[config.mk]
export PLATFORM = sky130hd
export DESIGN_NAME = kbd_ctrl
export DESIGN_NICKNAME = d
export VERILOG_FILES = /design/src/rtl/kbd_pkg.sv /design/src/rtl/kbd_evt_fifo.sv /design/src/rtl/kbd_ctrl.sv
export SDC_FILE = /design/constraint.sdc
export NUM_CORES = 1
export LEC_CHECK = 0
export BUFFER_PORTS_ARGS = -buffer_cell sky130_fd_sc_hd__buf_4
export CORE_MARGIN = 2
export CORE_UTILIZATION = 57
export CTS_BUF_LIST = sky130_fd_sc_hd__clkbuf_4 sky130_fd_sc_hd__clkbuf_8 sky130_fd_sc_hd__clkbuf_16
export CTS_CLUSTER_DIAMETER = 120
export DETAILED_ROUTE_END_ITERATION = 8
export GPL_ROUTABILITY_DRIVEN = 0
export PLACE_DENSITY_LB_ADDON = 0.12
export SKIP_CTS_REPAIR_TIMING = 1
export SYNTH_ARGS = -nofsm -noshare
export SYNTH_HDL_FRONTEND = slang
export SYNTH_SLANG_ARGS = --single-unit
[constraint.sdc]
create_clock -name clk -period 2.7 [get_ports clk]
set_clock_uncertainty 0.05 [all_clocks]
set_input_delay 0.405 -clock clk [delete_from_list [all_inputs] [get_ports clk]]
set_output_delay 0.405 -clock clk [all_outputs]
set_load 0.1 [all_outputs]
[src/rtl/kbd_pkg.sv]
// kbd_pkg: shared types and constants for the keyboard controller.
// Scan-code prefixes, event record, controller FSM states and the
// helper that packs an event into the CPU read word.
package kbd_pkg;

  localparam logic [7:0] SC_EXT = 8'hE0;
  localparam logic [7:0] SC_BRK = 8'hF0;

  typedef struct packed {
    logic       ext;
    logic       brk;
    logic [7:0] code;
  } kbd_evt_t;

  typedef enum logic [1:0] {
    IDLE = 2'd0,
    POP  = 2'd1,
    GAP  = 2'd2
  } kbd_ctrl_state_t;

  // Layout: {valid[31], zeros[30:10], ext[9], brk[8], code[7:0]}
  function automatic logic [31:0] evt_to_word(input kbd_evt_t evt);
    return {1'b1, 21'b0, evt.ext, evt.brk, evt.code};
  endfunction

endpackage

[src/rtl/kbd_evt_fifo.sv]
// kbd_evt_fifo: small synchronous FIFO of key events.
// The head entry is read combinationally so the CPU word is always current.
// Push and pop in the same cycle both take effect, including when full.
module kbd_evt_fifo
  import kbd_pkg::*;
#(
  parameter int  DEPTH = 8,
  localparam int AW    = $clog2(DEPTH)
) (
  input  logic          clk,
  input  logic          clrn,
  input  logic          push,
  input  logic          pop,
  input  kbd_evt_t      din,
  output kbd_evt_t      dout,
  output logic          full,
  output logic          empty,
  output logic [AW:0]   count
);

  localparam logic [AW-1:0] PTR_ONE  = AW'(1);
  localparam logic [AW:0]   CNT_ONE  = (AW+1)'(1);
  localparam logic [AW:0]   CNT_FULL = (AW+1)'(DEPTH);

  kbd_evt_t        mem [DEPTH];
  logic [AW-1:0]   wr_ptr_q, wr_ptr_d;
  logic [AW-1:0]   rd_ptr_q, rd_ptr_d;
  logic [AW:0]     count_q,  count_d;
  logic            do_push, do_pop;

  assign empty = (count_q == '0);
  assign full  = (count_q == CNT_FULL);
  assign count = count_q;
  assign dout  = mem[rd_ptr_q];

  // A pop on an empty FIFO is ignored; a push on a full FIFO is only
  // accepted when a pop frees the head slot in the same cycle.
  assign do_pop  = pop && !empty;
  assign do_push = push && (!full || do_pop);

  // Next-state pointers and occupancy; pointers wrap naturally at DEPTH.
  always_comb begin
    wr_ptr_d = wr_ptr_q;
    rd_ptr_d = rd_ptr_q;
    count_d  = count_q;
    if (do_push) wr_ptr_d = wr_ptr_q + PTR_ONE;
    if (do_pop)  rd_ptr_d = rd_ptr_q + PTR_ONE;
    case ({do_push, do_pop})
      2'b10:   count_d = count_q + CNT_ONE;
      2'b01:   count_d = count_q - CNT_ONE;
      default: count_d = count_q;
    endcase
  end

  // Pointer and count registers.
  always_ff @(posedge clk or negedge clrn) begin
    if (!clrn) begin
      wr_ptr_q <= '0;
      rd_ptr_q <= '0;
      count_q  <= '0;
    end else begin
      wr_ptr_q <= wr_ptr_d;
      rd_ptr_q <= rd_ptr_d;
      count_q  <= count_d;
    end
  end

  // Storage array; contents need no reset because count gates validity.
  always_ff @(posedge clk) begin
    if (do_push) mem[wr_ptr_q] <= din;
  end

endmodule

[src/rtl/kbd_ctrl.sv]
// kbd_ctrl: sequences the ps2_kbd read handshake, folds E0/F0 prefixes
// into key events and buffers them for a single-word CPU read.
// Optional typematic repeat filter: define KBD_CTRL_TYPEMATIC_FILTER_EN.
module kbd_ctrl
  import kbd_pkg::*;
#(
  parameter int  DEPTH = 8,
  localparam int AW    = $clog2(DEPTH)
) (
  input  logic          clk,
  input  logic          clrn,
  input  logic [7:0]    kb_data,
  input  logic          kb_ready,
  input  logic          kb_overflow,
  output logic          kb_rdn,
  input  logic          cpu_rd,
  output logic [31:0]   cpu_rdata,
  input  logic          ovf_clr,
  output logic [AW:0]   evt_count,
  output logic          ovf
);

  kbd_ctrl_state_t state_q, state_d;
  logic            ext_q, ext_d;
  logic            brk_q, brk_d;
  logic            ovf_q, ovf_d;
  logic            push_raw;
  logic            push;
  logic            fifo_full, fifo_empty;
  kbd_evt_t        evt_in, fifo_dout;

  assign evt_in = '{ext: ext_q, brk: brk_q, code: kb_data};

  // Handshake FSM and prefix folding; a byte is taken only at the end of POP.
  always_comb begin
    state_d  = state_q;
    ext_d    = ext_q;
    brk_d    = brk_q;
    push_raw = 1'b0;
    case (state_q)
      IDLE: begin
        if (kb_ready && !fifo_full) state_d = POP;
      end
      POP: begin
        state_d = GAP;
        if (kb_data == SC_EXT) begin
          ext_d = 1'b1;
        end else if (kb_data == SC_BRK) begin
          brk_d = 1'b1;
        end else begin
          push_raw = 1'b1;
          ext_d    = 1'b0;
          brk_d    = 1'b0;
        end
      end
      GAP:     state_d = IDLE;
      default: state_d = IDLE;
    endcase
  end

  // FSM state and prefix flags.
  always_ff @(posedge clk or negedge clrn) begin
    if (!clrn) begin
      state_q <= IDLE;
      ext_q   <= 1'b0;
      brk_q   <= 1'b0;
    end else begin
      state_q <= state_d;
      ext_q   <= ext_d;
      brk_q   <= brk_d;
    end
  end

  // Decoded from the state register, so reset forces it high immediately.
  assign kb_rdn = (state_q != POP);

`ifdef KBD_CTRL_TYPEMATIC_FILTER_EN
  logic [8:0] last_make_q, last_make_d;
  logic       held_q, held_d;
  logic [8:0] evt_key;
  logic       drop;

  assign evt_key = {ext_q, kb_data};
  assign drop    = !brk_q && held_q && (evt_key == last_make_q);
  assign push    = push_raw && !drop;

  // Track the last key pressed; its break releases the repeat suppression.
  always_comb begin
    last_make_d = last_make_q;
    held_d      = held_q;
    if (push_raw) begin
      if (brk_q) begin
        if (evt_key == last_make_q) held_d = 1'b0;
      end else if (!drop) begin
        last_make_d = evt_key;
        held_d      = 1'b1;
      end
    end
  end

  // Repeat-filter registers.
  always_ff @(posedge clk or negedge clrn) begin
    if (!clrn) begin
      last_make_q <= '0;
      held_q      <= 1'b0;
    end else begin
      last_make_q <= last_make_d;
      held_q      <= held_d;
    end
  end
`else
  assign push = push_raw;
`endif

  kbd_evt_fifo #(.DEPTH(DEPTH)) u_fifo (
    .clk   (clk),
    .clrn  (clrn),
    .push  (push),
    .pop   (cpu_rd),
    .din   (evt_in),
    .dout  (fifo_dout),
    .full  (fifo_full),
    .empty (fifo_empty),
    .count (evt_count)
  );

  assign cpu_rdata = fifo_empty ? 32'h0 : evt_to_word(fifo_dout);

  // Sticky overflow: a new overflow beats a simultaneous clear.
  always_comb begin
    ovf_d = ovf_q;
    if (kb_overflow)  ovf_d = 1'b1;
    else if (ovf_clr) ovf_d = 1'b0;
  end

  // Overflow flag register.
  always_ff @(posedge clk or negedge clrn) begin
    if (!clrn) ovf_q <= 1'b0;
    else       ovf_q <= ovf_d;
  end

  assign ovf = ovf_q;

endmodule

# == Word-level counts from Yosys, hierarchy flattened ==
# Memories as Yosys holds them, arrays and structs flattened.
# Index checks and enable logic that the tools add are counted.
# op_classes
add_sub_neg,4
eq_ne,9
n_mux,14
n_bitwise,1
reduce_logical,12
# ops
cell,count
32-bit 2-to-1 mux,1
8-bit equality test (second input constant),2
1-bit 2-to-1 mux,10
4-bit one-hot mux with 2 select lines,1
3-bit by 1-bit adder with 3-bit output (second input constant),2
4-bit by 1-bit adder with 4-bit output (second input constant),1
2-bit by 1-bit equality test with 1-bit output (second input constant),2
4-bit equality test (second input constant),1
4-bit logical NOT,1
2-bit inequality test (second input constant),2
2-bit one-hot mux with 2 select lines,1
2-bit AND reduction,2
2-bit nonzero test,2
4-bit by 1-bit subtractor with 4-bit output (second input constant),1
1-bit logical AND,3
2-bit equality test (second input constant),1
1-bit logical NOT,2
2-bit logical NOT,1
2-bit 2-to-1 mux,1
2-bit by 1-bit inequality test with 1-bit output (second input constant),1
1-bit logical OR,1
1-bit inverter,1
# word_totals
register_bits,15
mem_bits_rw,80
input_bits,14
out_inout_bits,38
elab_cells,48
n_memories,1
# mem_list
name,words,word_bits,read_ports,rd_clocked_by_memory_dff,wr,line_no,rtl
u_fifo.mem,8,10,1,0,1,kbd_evt_fifo.sv:25,kbd_evt_t mem [DEPTH];

# == Longest topological paths before layout ==
# Gate-level depths: netlist (run 1).
# logic_depth
depth_word,7
mapped_depth,12
mapped_depth_nobuf,11

# == Modules after synthesis ==
# A second synthesis (run 1) with hierarchy kept.
# unflattened
hier_cells,232
area_unflattened_um2,4106.4
# modules_own_cells
mod,n_inst,cells_per_inst,area_each_um2,seq_area_each_um2
kbd_evt_fifo,1,181,3668.5,2652.5
kbd_ctrl,1,51,437.9,125.1

# == Worst setup path after synthesis (run 1) ==
# No wires, ideal clock.
# synth_timing
path_kind,register to register
start,register u_fifo.count_q[0] (netlist: u_fifo.count[0])
end,register u_fifo.count_q[2] (netlist: u_fifo.count[2])
setup_time_ns,0.164
arrival_time_ns,3.087
required_ns,2.486
setup_slack_ns,-0.601
path_stages_with_launch,12
path_buffers,1
period_less_slack_ns,3.301
path_cell_list,dfrtp_1 -> or4_1 -> buf_2 -> nand2_1 -> inv_1 -> ha_1 -> xor2_1 -> ha_1 -> a21oi_1 -> xor2_1 -> nor2_1 -> xor2_1
# synth_between
elab_chain_len,7
elab_cells_between_ends,13
cone_classes,add/sub: 2; eq/ne: 3; mux: 1; reduce/logical: 7
# synth_lines
element,line_no,rtl
"start, declared",kbd_evt_fifo.sv:28,"logic [AW:0] count_q, count_d;"
"start signal, assigned",kbd_evt_fifo.sv:64,count_q <= count_d;
4-bit logical NOT *,kbd_evt_fifo.sv:31,assign empty = (count_q == '0);
1-bit logical NOT *,kbd_evt_fifo.sv:38,assign do_pop = pop && !empty;
1-bit logical AND *,kbd_evt_fifo.sv:38,
via u_fifo.do_pop,kbd_evt_fifo.sv:29,"logic do_push, do_pop;"
1-bit logical OR,kbd_evt_fifo.sv:39,assign do_push = push && (!full || do_pop);
1-bit logical AND,kbd_evt_fifo.sv:39,
2-bit by 1-bit equality test with 1-bit output / 2-bit equality test (equally long branches),kbd_evt_fifo.sv:48,"case ({do_push, do_pop})"
4-bit one-hot mux with 2 select lines / 2-bit nonzero test (equally long branches),--,
# The timed path passes the listed nets; every way through them passes the cells marked *.
# A chain may end at the register's enable or synchronous reset.

# == Final worst setup path (run 1) ==
# layout_timing
start,register u_fifo.count_q[3] (netlist: u_fifo.count[3])
end,output cpu_rdata[5]
# layout_between
elab_chain_len,2
# layout_lines
element,line_no,rtl
4-bit logical NOT,kbd_evt_fifo.sv:31,
32-bit 2-to-1 mux,kbd_ctrl.sv:127,assign cpu_rdata = fifo_empty ? 32'h0 : evt_to_word(fifo_dout);
"end, declared",kbd_ctrl.sv:17,"output logic [31:0] cpu_rdata,"
# No other way between the ends.

==> results of run 1 <==
worst paths after layout:
kind / start / to / slack (ns)
max: u_fifo.count[3]$_DFFE_PN0P_ / cpu_rdata[5] / 0.05
min: kb_overflow / ovf$_DFFE_PN0P_ / 0.17
max reg2reg: u_fifo.count[2]$_DFFE_PN0P_ / u_fifo.count[2]$_DFFE_PN0P_ / 0.17
min reg2reg: ovf$_DFFE_PN0P_ / ovf$_DFFE_PN0P_ / 0.45
max in group asynchronous: clrn / u_fifo.count[0]$_DFFE_PN0P_ / 2.01
min in group asynchronous: clrn / u_fifo.count[3]$_DFFE_PN0P_ / 0.39
placed cells by master (no fill, tap or decap), types with 2 or more instances in the layout:
cell,count
or2_2,2
o21ai_0,2
conb_1,21
dfrtp_1,11
mux4_2,20
a21oi_1,4
nand2_1,2
nor2_1,6
inv_1,4
or3_1,2
clkinv_2,2
inv_2,2
ha_1,3
clkbuf_4,2
buf_12,3
buf_4,37
dfrtp_4,3
xor2_1,5
nor2b_1,3
nor4_2,2
buf_6,7
mux2_2,2
clkbuf_8,9
xnor2_1,4
nand3_1,2
a22o_1,9
nor3_1,5
edfxtp_1,80
area by class of cell:
cell class              instances  share of cell area, %
clock inverters                 5                   1.23
clock buffers                  11                   2.98
inverters                       6                  0.483
well taps                      96                   2.58
repair buffers                 48                   9.15
flip-flops and latches         95                   59.9
multi-input cells             111                   23.7
flip-flops by register name, indices dropped and copies added, names as in the netlist:
register and cells:
u_fifo.mem 80, u_fifo.count 4, u_fifo.rd_ptr_q 3, u_fifo.wr_ptr_q 3
state_q 2, brk_q 1, ext_q 1, ovf 1
worst max-delay path, stage by stage (launching register included):
cell     delay (ns)
dfrtp_4        0.50
or4_4          0.58
nor2b_1        0.17
buf_6          0.15
a22o_1         0.20
buf_4          0.23
synth_stat cells, types with 2 or more instances:
cell and n:
mux4_2 20, clkbuf_1 2, nor2_1 6, ha_1 5, inv_1 6, buf_2 4, nor3_1 5, buf_4 21
o21ai_0 2, a22o_1 10, xnor2_1 4, dfrtp_1 15, nand2_1 3, buf_6 2, xor2_1 5, mux2_2 2
or2_2 2, nor2b_1 3, edfxtp_1 80, a21oi_1 5, nor4_1 2, nand3_1 2, or3_1 2
through the flow:
step / area, µm² / TNS [ns] / setup WS, ns / util, %
after global placement: 4370 / 0 / 0.227 / 64.3
after CTS: 4570 / -1.26 / -0.153 / 67.2
after floorplan: 4120 / 0 / 0.00889 / -
final: 4660 / 0 / 0.0538 / 68.6
after detailed placement: 4370 / 0 / 0.174 / 64.3
after global routing: 4660 / 0 / 0.00679 / 68.6
per-layer routing:
metal / vias to the layer above / share of wire [%]
met1: 1029 / 44
met3: 11 / 5.0
met2: 65 / 49
li1: 913 / -
met4: 0 / 1.7
met5: - / 0
cell families (layout without fill, tap and decap cells):
| group | after synthesis | count (layout) | synth area share, % |
|---|---|---|---|
| mux | 23 | 23 | 12.2 |
| compound gates | 19 | 19 | 3.76 |
| xor+xnor | 9 | 9 | 1.98 |
| flops | 95 | 95 | 69.6 |
| fa+ha+maj | 5 | 5 | 1.57 |
| buf+inv | 35 | 70 | 5.77 |
| other cells | 1 | 21 | 0.0940 |
| simple gates | 34 | 34 | 4.96 |
==> results.py, run 1 <==
metrics = {
    "timing": {
        "post-route-period-util_pct": 98.0,
        "max_clock_freq_mhz": 378,
        "worst_hold_slack_ns": 0.175,
        "worstMarginPinSlew_ns": 1.05,
        "rsz0062_at_grt": "false",
        "finalSetupViolCount": 0,
        "slew_viol_final": 0,
        "min_period_ns": 2.65,
        "final-hold-violation-count": 0,
        "relSlewSlack_pct": 29.7,
    },
    "clocking": {
        "clock_latency_ns": 0.35,
        "cts_made_buffers": 9,
        "cts.htree.levels": 3,
        "cts_root_buffer": "clkbuf_8",
        "cts_sinks": 95,
        "path_clk_slew_ns": 0.09,
        "clk_path_buf_depth": 2,
        "cts_tree": "done",
    },
    "cells_and_area": {
        "drive_gt1_share_pct": 38.4,
        "n_fill_cell": 441,
        "nets": 290,
        "fin_cells": 372,
        "regArea_um2": 2790,
        "multiInputGateArea_um2": 1100,
        "num_antenna_cells": 0,
        "syn_to_final_growth_pct": 16.8,
    },
    "routing": {
        "dr.pass1.iters": 4,
        "wl_mm": 7.04,
        "detail_route.wl_per_cell_um": 18.9,
        "vias": 2018,
        "via_per_inst": 5.42,
        "drt_iter0_drc": 107,
        "drcViolationCount": 0,
        "postRouteAntennaNets": 0,
    },
    "critical_path": {
        "crit_path_end_kind": "output pin",
        "path_class": "reg2out",
        "crit_fanout": 10,
        "r2r_cells": 11,
        "arrival_ns": 2.19,
        "cp-start-kind": "register",
        "required_ns": 2.25,
    },
    "synthesis": {
        "synth_edf_count": 80,
        "async_reset_ff_share_pct": 15.8,
        "ys.flop_type": "edfxtp_1",
        "synth-seq-cells": 95,
        "synth.largest_area_cell": "edfxtp_1",
        "synth_top_area_share_pct": 60.2,
        "yosysSeqAreaShare_pct": 69.6,
        "yosysWarnings": 0,
        "netlist_area_um2": 3990,
        "netlist_instances": 221,
        "synthTopCellsByArea": "edfxtp_1 60%, mux4_2 11%, dfrtp_1 9.4%",
        "yosysUniqueCellTypes": 36,
        "avgSynthCellArea_um2": 18.0,
    },
    "die": {
        "initial_core_util_pct": 58.7,
        "core_um2": 6790,
        "fp.dieH_um": 87.7,
        "die_area_um2": 7680,
        "fp.dieW_um": 87.7,
        "pin_count": 52,
        "num_rows": 30,
    },
    "job": {
        "drv_cap": 0,
    },
    "global_routing": {
        "antenna_found_initial": 0,
        "busiest_layer": "met2",
        "grt_usage_pct": 19.8,
        "met2_usage_pct": 29.5,
        "met1_usage_pct": 28.9,
        "grt_pass1_vias": 1881,
        "grtUsageMet3_pct": 4.34,
        "grt_overflow": 0,
        "grt_max_degree": 23,
        "grt_pass1_wl_mm": 10.6,
    },
    "outcome": {
        "run_status": "finished clean",
    },
    "place": {
        "place_inst": 352,
        "io_buffers": 30,
        "hpwl_mm": 4.58,
    },
    "hold_path": {
        "hold_depth": 2,
        "hp-class": "in2reg",
    },
}
Power of run 1 is left out: the tool's default activity adds up to more than one toggle a clock period on the data nets, which glitch-free logic cannot reach.
==> run 2: changes to the inputs <==
CTS_CLUSTER_SIZE = 30   (was unset)
clock period = 2.6 ns   (was 2.7 ns; I/O delays follow)
==> run 2 against run 1 <==
  * The run now ends with negative setup slack left
  * Clock-buffer cell count shrank 2
  * Global-route usage increased by 0.070 points
  * Via count up 1.3%
  * Design area rose by 2.1%
  * Register-to-register slack lost 0.09 ns
  * Non-clock buffer count up 7
  * Sequential share of layout area down 1.2 points
  * Worst hold slack got worse by 0.0068 ns
  * Worst setup slack worse by 0.071 ns
  * Die area unchanged
  * Cell count is 1.9% higher
  * First-iteration DRC count up 10%
  * Highest routed layer unchanged
==> results.py, run 2 (synthesized netlist as in run 1, its figures left out) <==
metrics = {
    "die": {
        "initial_core_util_pct": 58.7,
        "num_rows": 30,
        "fp.dieH_um": 87.7,
        "pin_count": 52,
        "fp.dieW_um": 87.7,
        "core_um2": 6790,
        "die_area_um2": 7680,
    },
    "global_routing": {
        "grt_usage_pct": 19.9,
        "grt_pass1_vias": 2027,
        "grt_max_degree": 19,
        "antenna_found_initial": 0,
        "grt_overflow": 0,
        "grt_pass1_wl_mm": 10.9,
    },
    "critical_path": {
        "required_ns": 2.16,
        "startpoint": "u_fifo.count[3]$_DFFE_PN0P_",
        "path_class": "reg2out",
        "arrival_ns": 2.18,
        "r2r_start": "u_fifo.count[3]$_DFFE_PN0P_",
        "crit_fanout": 10,
        "cp-start-kind": "register",
        "crit_path_end_kind": "output pin",
    },
    "clocking": {
        "cts_tree": "done",
        "cts_sinks": 95,
        "cts_root_buffer": "clkbuf_8",
        "path_clk_slew_ns": 0.09,
        "cts_made_buffers": 9,
        "cts.htree.levels": 3,
        "clock_latency_ns": 0.35,
        "clk_path_buf_depth": 2,
    },
    "routing": {
        "detail_route.wl_per_cell_um": 18.7,
        "dr.pass1.iters": 4,
        "drcViolationCount": 0,
        "wl_mm": 7.08,
        "via_per_inst": 5.39,
        "vias": 2044,
        "postRouteAntennaNets": 0,
        "drt_iter0_drc": 118,
    },
    "cells_and_area": {
        "drive_gt1_share_pct": 43.1,
        "largest_reg_flops": 80,
        "n_fill_cell": 437,
        "final_common_cell": "edfxtp_1",
        "syn_to_final_growth_pct": 19.3,
        "nets": 297,
        "regMostFlops": "u_fifo.mem",
        "num_antenna_cells": 0,
        "layout_common_cells": "80 x edfxtp_1, 42 x buf_4, 21 x conb_1",
    },
    "timing": {
        "min_period_ns": 2.62,
        "relSlewSlack_pct": 26.8,
        "worstMarginPinSlew_ns": 1.09,
        "post-route-period-util_pct": 101,
        "fin_ws_ns": -0.0174,
        "finalSetupViolCount": 2,
        "slew_viol_final": 0,
        "tns_ns": -0.0187,
        "worst_hold_slack_ns": 0.168,
        "rsz0062_at_grt": "true",
        "max_clock_freq_mhz": 382,
        "final-hold-violation-count": 0,
    },
    "place": {
        "io_buffers": 30,
        "hpwl_mm": 4.53,
    },
    "outcome": {
        "run_status": "finished, violations left",
        "violations": "negative setup slack",
    },
    "hold_path": {
        "hp-class": "in2reg",
        "hp-start": "kb_overflow",
    },
    "job": {
        "drv_cap": 0,
    },
}
-- run 2: final cells by class --
cell class | count | area (µm²) | area share (%)
Clock buffer | 9 | 124 | 2.60
Clock inverter | 7 | 95.1 | 2.00
Inverter | 6 | 22.5 | 0.473
Multi-Input combinational cell | 111 | 1120 | 23.5
Sequential cell | 95 | 2790 | 58.6
Tap cell | 96 | 120 | 2.52
Timing Repair Buffer | 55 | 489 | 10.3
-- run 2: critical path, cell delays in order, from the launching register on --
cell	delay (ns)
dfrtp_4	0.50
or4_4	0.57
nor2b_1	0.16
buf_6	0.15
a22o_2	0.28
buf_12	0.17
-- run 2: path summary, 6_finish.rpt --
kind                                                       end  slack [ns]  cells after the start
worst max-delay path                              cpu_rdata[9]       -0.02                      5
worst min-delay path                           ovf$_DFFE_PN0P_        0.17                      2
min in group asynchronous       u_fifo.rd_ptr_q[2]$_DFFE_PN0P_        0.38                      2
worst min register to register                 ovf$_DFFE_PN0P_        0.44                      1
worst max register to register      u_fifo.mem[4][7]$_DFFE_PP_        0.08                      5
max in group asynchronous          u_fifo.count[0]$_DFFE_PN0P_        1.92                      2
-- run 2: stage by stage --
| stage | utilization, % | cells | cell area (µm²) | setup slack [ns] |
|---|---|---|---|---|
| CTS | 67.9 | 370 | 4620 | -0.257 |
| floorplan | - | 241 | 4130 | -0.0911 |
| finish | 70.1 | 379 | 4760 | -0.0174 |
| global route | 70.1 | 379 | 4760 | -0.0621 |
| global placement | 64.7 | 354 | 4400 | 0.127 |
| detailed placement | 64.7 | 354 | 4400 | 0.102 |
-- run 2: routing by layer --
layer / track usage [%] / up-vias / routed length [µm]
li1: - / 928 / -
met1: 28.3 / 1048 / 3250
met2: 31.5 / 60 / 3490
met3: 3.58 / 8 / 248
met4: 7.13 / 0 / 93
met5: 0 / - / 0
Power of run 2 is left out for the same reason.
==> run 3: changes to the inputs <==
CORE_MARGIN = unset   (was 2)
==> run 3 against run 2 <==
  * The run now ends clean
  * Worst hold slack lost 0.0091 ns
  * Routed wire length shrank 0.64%
  * Global-route usage grew 0.81 points
  * Maximum frequency grew 0.80%
  * Critical path type unchanged
  * Utilization grew 1.6 points
  * Design area grew 2.3%
  * Critical path depth is the same
  * Register-to-register slack gained 0.08 ns
  * First-iteration DRC count grew 49%
  * Sequential cell count is the same
  * Cell count shrank 0.53%
==> results.py, run 3 (synthesized netlist as in run 1, its figures left out) <==
metrics = {
    "outcome": {
        "run_status": "finished clean",
    },
    "routing": {
        "drcViolationCount": 0,
        "wl_mm": 7.03,
        "vias": 2069,
        "postRouteAntennaNets": 0,
        "via_per_inst": 5.49,
        "drt_iter0_drc": 176,
        "dr.pass1.iters": 5,
        "detail_route.wl_per_cell_um": 18.7,
    },
    "timing": {
        "final-hold-violation-count": 0,
        "worst_hold_slack_ns": 0.159,
        "worstMarginPinSlew_ns": 1.03,
        "min_period_ns": 2.60,
        "rsz0062_at_grt": "true",
        "post-route-period-util_pct": 99.9,
        "finalSetupViolCount": 0,
        "max_clock_freq_mhz": 385,
        "fin_ws_ns": 0.00335,
        "relSlewSlack_pct": 31.0,
        "slew_viol_final": 0,
    },
    "cells_and_area": {
        "syn_to_final_growth_pct": 22.1,
        "layout_common_cells": "80 x edfxtp_1, 39 x buf_4, 21 x conb_1",
        "num_antenna_cells": 0,
        "final_common_cell": "edfxtp_1",
        "fin_util_pct": 71.7,
        "regMostFlops": "u_fifo.mem",
        "largest_reg_flops": 80,
        "drive_gt1_share_pct": 43.1,
        "n_fill_cell": 437,
        "nets": 295,
    },
    "clocking": {
        "cts_tree": "done",
        "cts_root_buffer": "clkbuf_8",
        "cts_sinks": 95,
        "cts.htree.levels": 3,
        "path_clk_slew_ns": 0.09,
        "cts_made_buffers": 9,
        "clock_latency_ns": 0.35,
        "clk_path_buf_depth": 2,
    },
    "die": {
        "core_um2": 6790,
        "die_area_um2": 7340,
        "fp.dieH_um": 85.7,
        "pin_count": 52,
        "fp.dieW_um": 85.7,
        "initial_core_util_pct": 58.7,
        "num_rows": 30,
    },
    "critical_path": {
        "cp-start-kind": "register",
        "path_class": "reg2out",
        "crit_fanout": 7,
        "required_ns": 2.16,
        "arrival_ns": 2.16,
        "crit_path_end_kind": "output pin",
    },
    "job": {
        "drv_cap": 0,
    },
    "place": {
        "hpwl_mm": 4.47,
        "post-place-ws_ns": 0.102,
        "io_buffers": 30,
    },
    "global_routing": {
        "grt_max_degree": 23,
        "grt_usage_pct": 20.7,
        "grt_pass1_wl_mm": 10.8,
        "grt_overflow": 0,
        "grt_pass1_vias": 2013,
        "antenna_found_initial": 0,
    },
    "hold_path": {
        "hp-class": "in2reg",
    },
}
-- run 3: cell types whose count changed in the layout (fill, tap and decap cells not counted), sizes merged --
cell / delta
bufinv: -1
clkbuf: +1
buf: -2
-- run 3: final timing paths --
kind	cells past startpoint	startpoint	slack [ns]	end
worst max register to register	11	u_fifo.count[2]$_DFFE_PN0P_	0.16	u_fifo.count[2]$_DFFE_PN0P_
worst max-delay path	5	u_fifo.count[0]$_DFFE_PN0P_	0.003	cpu_rdata[9]
worst min-delay path	2	kb_overflow	0.16	ovf$_DFFE_PN0P_
worst min register to register	1	ovf$_DFFE_PN0P_	0.45	ovf$_DFFE_PN0P_
max in group asynchronous	2	clrn	1.93	u_fifo.count[2]$_DFFE_PN0P_
min in group asynchronous	2	clrn	0.37	u_fifo.rd_ptr_q[2]$_DFFE_PN0P_
-- run 3: area by class of cell --
type | count | area [µm²] | area share [%]
Tap cell | 96 | 120 | 2.47
Clock buffer | 10 | 131 | 2.70
Inverter | 6 | 22.5 | 0.463
Timing Repair Buffer | 53 | 546 | 11.2
Sequential cell | 95 | 2790 | 57.3
Clock inverter | 6 | 60.1 | 1.23
Multi-Input combinational cell | 111 | 1200 | 24.6
-- run 3: critical path: stages (launching register included) --
cell and delay, ns:
dfrtp_4 0.51, or4_4 0.56, nor2b_4 0.17, buf_6 0.15
a22o_4 0.25, buf_12 0.16
-- run 3: per-stage QoR --
step | TNS (ns) | cells | area [µm²]
after floorplan | -1.00 | 241 | 4130
after global placement | 0 | 355 | 4400
after detailed placement | 0 | 355 | 4400
after CTS | -2.27 | 371 | 4600
after global routing | -0.299 | 377 | 4870
final | 0 | 377 | 4870
-- run 3: layer usage --
layer | wire length (µm) | vias up | GRT usage (%) | share of wire (%)
met5 | 0 | - | 0 | 0
met4 | 98 | 0 | 8.03 | 1.4
met3 | 335 | 10 | 4.52 | 4.8
met2 | 3490 | 76 | 32.1 | 50
met1 | 3110 | 1058 | 29.4 | 44
li1 | - | 925 | - | -
Power of run 3 is left out for the same reason.
